--- src/rtl/fp_divider.sv ---
// Single-precision divider: restoring mantissa division, one quotient bit per clock.
// Truncating, denormals flushed to zero, fixed 26-cycle latency for every operand class.
module fp_divider (
    input  logic        clk,
    input  logic        rst_n,
    input  logic        start,
    input  logic [31:0] A,
    input  logic [31:0] B,
    output logic [31:0] out,
    output logic        busy,
    output logic        done,
    output logic        dz
);

    typedef enum logic [1:0] {IDLE, DIV, NORM} state_t;

    state_t      state_q;
    logic [24:0] rem_q;
    logic [24:0] q_q;
    logic [23:0] mb_q;
    logic [7:0]  ea_q;
    logic [7:0]  eb_q;
    logic        sign_q;
    logic        za_q;
    logic        zb_q;
    logic [4:0]  cnt_q;
    logic [31:0] out_q;
    logic        busy_q;
    logic        done_q;
    logic        dz_q;

    logic        ge;
    logic [24:0] diff;
    logic [24:0] rem_d;
    logic [24:0] q_d;
    logic [9:0]  exp_d;
    logic [22:0] mant_d;
    logic [31:0] res_d;
    logic        res_dz_d;

    // Remainder stays below 2*Mb, so the shifted value fits in 25 bits.
    assign ge    = rem_q >= {1'b0, mb_q};
    assign diff  = rem_q - {1'b0, mb_q};
    assign rem_d = ge ? {diff[23:0], 1'b0} : {rem_q[23:0], 1'b0};
    assign q_d   = {q_q[23:0], ge};

    assign exp_d  = {2'b00, ea_q} - {2'b00, eb_q}
                  + (q_q[24] ? 10'd127 : 10'd126);
    assign mant_d = q_q[24] ? q_q[23:1] : q_q[22:0];

    always_comb begin
        res_d    = {sign_q, exp_d[7:0], mant_d};
        res_dz_d = 1'b0;
        if (za_q) begin
            res_d = 32'h0;
        end else if (zb_q) begin
            res_d    = {sign_q, 8'hFF, 23'h0};
            res_dz_d = 1'b1;
        end else if ($signed(exp_d) <= 10'sd0) begin
            res_d = 32'h0;
        end else if ($signed(exp_d) >= 10'sd255) begin
            res_d = {sign_q, 8'hFF, 23'h0};
        end
    end

    always_ff @(posedge clk or negedge rst_n) begin
        if (!rst_n) begin
            state_q <= IDLE;
            rem_q   <= '0;
            q_q     <= '0;
            mb_q    <= '0;
            ea_q    <= '0;
            eb_q    <= '0;
            sign_q  <= 1'b0;
            za_q    <= 1'b0;
            zb_q    <= 1'b0;
            cnt_q   <= '0;
            out_q   <= '0;
            busy_q  <= 1'b0;
            done_q  <= 1'b0;
            dz_q    <= 1'b0;
        end else begin
            done_q <= 1'b0;
            unique case (state_q)
                IDLE: begin
                    if (start) begin
                        state_q <= DIV;
                        busy_q  <= 1'b1;
                        rem_q   <= {2'b01, A[22:0]};
                        mb_q    <= {1'b1, B[22:0]};
                        q_q     <= '0;
                        cnt_q   <= '0;
                        ea_q    <= A[30:23];
                        eb_q    <= B[30:23];
                        sign_q  <= A[31] ^ B[31];
                        za_q    <= (A[30:23] == 8'h00);
                        zb_q    <= (B[30:23] == 8'h00);
                    end
                end
                DIV: begin
                    rem_q <= rem_d;
                    q_q   <= q_d;
                    cnt_q <= cnt_q + 5'd1;
                    if (cnt_q == 5'd24) begin
                        state_q <= NORM;
                    end
                end
                NORM: begin
                    out_q   <= res_d;
                    dz_q    <= res_dz_d;
                    done_q  <= 1'b1;
                    busy_q  <= 1'b0;
                    state_q <= IDLE;
                end
                default: state_q <= IDLE;
            endcase
        end
    end

    assign out  = out_q;
    assign busy = busy_q;
    assign done = done_q;
    assign dz   = dz_q;

endmodule

--- config.mk ---
export PLATFORM = sky130hd
export DESIGN_NAME = fp_divider
export DESIGN_NICKNAME = d
export VERILOG_FILES = /design/src/rtl/fp_divider.sv
export SDC_FILE = /design/constraint.sdc
export NUM_CORES = 1
export LEC_CHECK = 0
export CAP_MARGIN = 15
export CORE_MARGIN = 3
export CORE_UTILIZATION = 40
export CTS_BUF_LIST = sky130_fd_sc_hd__clkbuf_8
export CTS_CLUSTER_DIAMETER = 100
export DETAILED_ROUTE_END_ITERATION = 8
export DONT_BUFFER_PORTS = 1
export REMOVE_ABC_BUFFERS = 1
export SLEW_MARGIN = 20
export SYNTH_ARGS = -nofsm -noshare
export SYNTH_HDL_FRONTEND = slang
export SYNTH_SLANG_ARGS = --single-unit
--- constraint.sdc ---
create_clock -name clk -period 3.5 [get_ports clk]
set_clock_uncertainty 0.15 [all_clocks]
set_input_delay 0.7 -clock clk [delete_from_list [all_inputs] [get_ports clk]]
set_output_delay 0.7 -clock clk [all_outputs]
set_load 0.05 [all_outputs]
==> impl_results.md, run 1 <==
- Status: finished, violations left
- Failing checks: negative hold slack
- Die ar.: 20,800 um^2
- Buffers on Ports: 0
- Cell area after synthesis: 7630 um^2
- Kind of start point of the critical path: register
- Share of cells above drive strength 1: 9.98%
- Commonest non-fill, non-tap cell in the layout: nand2_1
- Final WL: 17.5 mm
- Initial antenna violation count: 0
- Number of synthesized flops with an enable pin: 0
- Initial Utilization: 41.6%
- Final hold violations: 135
- Synthesized instance count: 882
- Worst-path clk slew: 90 ps
- Synth warnings: 0
- Unique cell type count in the Yosys netlist: 58
- Total GRT Usage: 17.7%
- Worst-Margin Slew: 901 ps
- ANT cells: 0
- Commonest cells after routing, fill and taps aside: nand2_1, dfrtp_1, o21ai_0
- Synth area leaders: dfrtp_1, nand2_1, ha_1
- Grt ovf: 0
- Gp weighted congestion: 0.803
- Setup TNS Final: 0 ps
- Clock sink count: 135
- Worst Setup Path Type: reg2reg
- Inst Count DP: 1,083
- Worst EP arrival: 3660 ps
- Clk buf depth: 2
- Nets: 984
- Vias in the first global route: 5,983
- Filler Cell Count: 1,778
- Worst EP required: 3720 ps
- Num ports: 102
- Via count: 6,050
- Max_slew headroom: 39.8%
- Critical Path End Type: register
- Period Utilization, post-route: 98.3%
- Worst min path class: in2async
- Hold WS: -202 ps
- Cts bufs inserted: 17
- Post-DP HPWL: 12.0 mm
- TritonCTS clock tree: built
- Synthesis-to-layout area growth: 11.1%
- Worst Setup SP: ea_q[0]
- Die X: 144 um
- Antenna-violating nets left: 0
- H-tree levels: 4
- Die height: 144 um
- Vias/cell: 5.40
- Sequential cell area: 3380 um^2
- Non-filler cells, final: 1,121
- Yosys reg bits: 135
- 1st-iter DRT viols: 296
- Most used DFF post-synth: dfrtp_1
- Final setup viols: 0
- Largest net degree at the start of global routing: 136
- First-pass GRT wire length: 29.6 mm
- Multi-input combinational cell area: 4040 um^2
- RSZ-0062 raised after global routing: yes
- Yosys top cell by area: dfrtp_1
- Post-synth ARST share: 100%
- Synth top area share: 44.3%
- Seq/Total Area, Yosys: 44.3%
- Drc violations: 0
- Drt pass-1 iters: 5
- Syn_area_per_cell: 8.65 um^2
- CP max FO: 6
- Later-pin clock latency in the skew report: 450 ps
- Drt wl/cell: 15.6 um
- Max-Cap Viols: 0
- Core Region: 18,300 um^2
- Fmax: 291 MHz
- Final min period: 3440 ps
- Final Max Tran Viols: 0
- Cell Rows: 49
- Root buffer cell: clkbuf_8
- RR Startpoint: ea_q[0]
-- area by class of cell --
type                       instances  area share [%]
inverter                          47            2.08
clock buffer                      17            2.76
clock inverter                    15            2.33
timing repair buffer              19            1.88
multi-input combinational        659            47.7
tap                              229            3.38
sequential                       135            39.9
-- cell families (layout without fill, tap and decap cells) --
logic type | count (synthesis) | after routing | share of synthesized area, %
adders and majority gates | 38 | 38 | 6.43
DFF | 135 | 135 | 44.3
AOI/OAI and AO/OA | 226 | 226 | 19.2
muxes | 25 | 25 | 3.28
xor gates and xnor gates | 25 | 25 | 2.87
and+or+nand+nor | 342 | 345 | 19.2
buffers and inverters | 91 | 98 | 4.68
-- state kept, by name, indices dropped and copies added (netlist names) --
signal / cells
busy: 1
za_q: 1
rem_q: 25
mb_q: 24
state_q: 2
done: 1
ea_q: 8
sign_q: 1
cnt_q: 5
dz: 1
eb_q: 8
zb_q: 1
out: 32
q_q: 25
-- Yosys cell counts, types with 5 or more instances --
library cell,count
a211oi_1,22
a21o_1,19
a21oi_1,29
a31oi_1,20
and2_1,5
clkbuf_1,40
dfrtp_1,135
ha_1,36
inv_1,47
mux2i_1,25
nand2_1,213
nand2b_1,6
nand3_1,35
nand4_1,5
nor2_1,41
nor2b_1,7
nor3_1,9
nor4_1,5
o211ai_1,5
o21a_1,6
o21ai_0,56
o21ai_1,24
o21bai_1,5
o31a_1,5
xnor2_1,17
xor2_1,8
-- metal layers --
layer  vias to the layer above  wire [um]  global-route usage (%)
met2                       127       8180                    28.4
met5                         -          0                       0
met3                        14        834                    4.40
met1                      2856       8330                    24.1
met4                         0        194                    4.71
li1                       3053          -                       -
-- stage by stage --
| stage | worst slack (ps) | utilization [%] | instance area [um^2] |
|---|---|---|---|
| detailed placement | -16.9 | 43.0 | 7890 |
| global placement | 60.3 | 43.0 | 7890 |
| global route | -56.2 | 46.2 | 8470 |
| finish | 60.1 | 46.2 | 8470 |
| CTS | 46.4 | 45.5 | 8350 |
| floorplan | -2920 | - | 7450 |
-- critical path, stage by stage (launching register included) --
cell and delay [ps]:
dfrtp_1 380, inv_2 70, ha_4 130, inv_2 40, fa_2 370, a211o_1 370
a211o_1 360, a211oi_4 300, a21oi_4 70, nand3b_1 110, mux2i_1 70, a221o_2 480
or2_4 320, o21ai_1 150
-- final timing paths --
path / cells past startpoint / slack (ps) / to
min in group clk: 2 / 210 / eb_q[0]
worst max-delay path: 13 / 60 / out[7]
max in group asynchronous: 0 / 3200 / mb_q[13]
worst max register to register: 13 / 60 / out[7]
worst min-delay path: 0 / -200 / out[28]
worst min register to register: 2 / 310 / mb_q[23]
-- repair_timing --
action / 4_1_cts / 5_1_grt
setup endpoints to repair: 23 / 28
pin swaps: 2 / 24
buffers inserted: 0 / 3
endpoints found under the hold margin: 135 / 135
gates resized for setup: 4 / 23
cloned: 1 / 2
Power of run 1 is not shown: default switching activity piles up to over one toggle a cycle in this logic, so the estimate is an artifact.
==> run 2: changes to the inputs <==
- CORE_UTILIZATION: 40 -> 50
- PLACE_DENSITY: not set -> 0.68
==> impl_results.md, run 2 (synthesis results as in run 1) <==
- Drc violations: 0
- ANT cells: 0
- Clock sink count: 135
- Final WL: 16.6 mm
- GR peak layer: met2
- R2r worst-path depth: 13
- Worst EP arrival: 3660 ps
- Worst min path class: in2async
- Core Region: 14,800 um^2
- Final setup viols: 0
- Commonest cells after routing, fill and taps aside: nand2_1, dfrtp_1, o21ai_0
- Share of cells above drive strength 1: 9.23%
- Num ports: 102
- Reg2Reg Capture Point: out[11]
- Final Cell Area: 8350 um^2
- Vias/cell: 5.68
- Die X: 130 um
- Largest net degree at the start of global routing: 136
- Root buffer cell: clkbuf_8
- Gp weighted congestion: 0.831
- First-pass GRT wire length: 27.5 mm
- TritonCTS clock tree: built
- H-tree levels: 4
- Cell Rows: 44
- Fmax: 293 MHz
- Setup slack, reg-to-reg: 90 ps
- CP max FO: 6
- Max_slew headroom: 51.2%
- Failing checks: negative hold slack
- Final hold violations: 135
- Hold WS: -218 ps
- Grt ovf: 0
- Die height: 130 um
- Final min period: 3410 ps
- RR Startpoint: ea_q[0]
- RSZ-0062 raised after global routing: yes
- Synthesis-to-layout area growth: 9.55%
- Antenna-violating nets left: 0
- GR Util met1: 27.6%
- Worst EP required: 3750 ps
- Drt wl/cell: 15.5 um
- Dpl cell area: 7820 um^2
- Worst-path clk slew: 90 ps
- Critical Path End Type: register
- Nets: 980
- Worst-Margin Slew: 730 ps
- Drt pass-1 iters: 5
- Via count: 6,091
- Total GRT Usage: 20.2%
- Grt met3 use: 4.58%
- Worst Setup Path Type: reg2reg
- Buffers on Ports: 0
- Period Utilization, post-route: 97.5%
- Max-Cap Viols: 0
- Status: finished, violations left
- 1st-iter DRT viols: 403
- Post-DP HPWL: 11.3 mm
- Initial Utilization: 51.7%
- Later-pin clock latency in the skew report: 460 ps
- Die ar.: 16,800 um^2
- Met2 usage: 33.0%
- Vias in the first global route: 5,701
- Cts bufs inserted: 17
- Clk buf depth: 2
- Initial antenna violation count: 0
- Final Max Tran Viols: 0
- Kind of start point of the critical path: register
- Commonest non-fill, non-tap cell in the layout: nand2_1
- Max FFs per register: 32
run 2: cell types whose count changed in the layout (fill, tap and decap cells not counted), sizes merged:
| cell | previous run | this run |
|---|---|---|
| buf | 19 | 15 |
| clkinv | 2 | 6 |
| inv | 57 | 55 |
| bufinv | 2 | 1 |
| clkinvlp | 1 | 0 |
run 2: per-stage QoR:
stage,instances,worst slack [ps],hold slack [ps],setup TNS [ps],utilization (%)
floorplan,838,-2920,254,-186730,-
global placement,1035,78.6,260,0,53.0
detailed placement,1035,-0.0224,260,-0.0224,53.0
CTS,1067,3.50,-238,0,55.7
global route,1072,-68.6,-255,-923,56.6
finish,1072,86.1,-218,0,56.6
run 2: critical path: stages, from the launching register on:
cell and delay (ps):
dfrtp_1 380, inv_2 70, ha_4 130, inv_2 30
fa_2 370, a211o_1 370, a211o_1 360, a211oi_4 300
a21oi_4 70, nand3_1 140, a221oi_2 80, a221o_2 430
or2_4 320, o21ai_1 140
run 2: worst max-delay path by stage:
stage / depth (start not counted) / start / end
after floorplan: 4 / start / cnt_q[2]
after global placement: 13 / ea_q[0] / out[17]
after detailed placement: 13 / ea_q[0] / out[11]
after CTS: 13 / ea_q[0] / out[5]
after global routing: 13 / ea_q[0] / out[0]
final: 13 / ea_q[0] / out[11]
run 2: area by class of cell:
cell class | instances | area, um^2
well taps | 184 | 230
clock inverters | 15 | 161
inverters | 47 | 176
fillers | 1326 | 6400
flip-flops and latches | 135 | 3380
repair buffers | 15 | 141
multi-input cells | 659 | 4030
clock buffers | 17 | 234
run 2: what timing repair did:
item / in CTS / in global routing
gates cloned: 0 / 3
pin swaps: 0 / 31
setup buffers: 0 / 2
resized for setup: 1 / 24
endpoints found under the setup margin: 2 / 28
hold endpoints to repair: 135 / 135
run 2: metal layers:
metal / vias up / wire length (um)
met5: - / 0
li1: 3049 / -
met2: 111 / 7950
met3: 13 / 718
met4: 0 / 161
met1: 2918 / 7800
Power of run 2 is left out for the same reason.
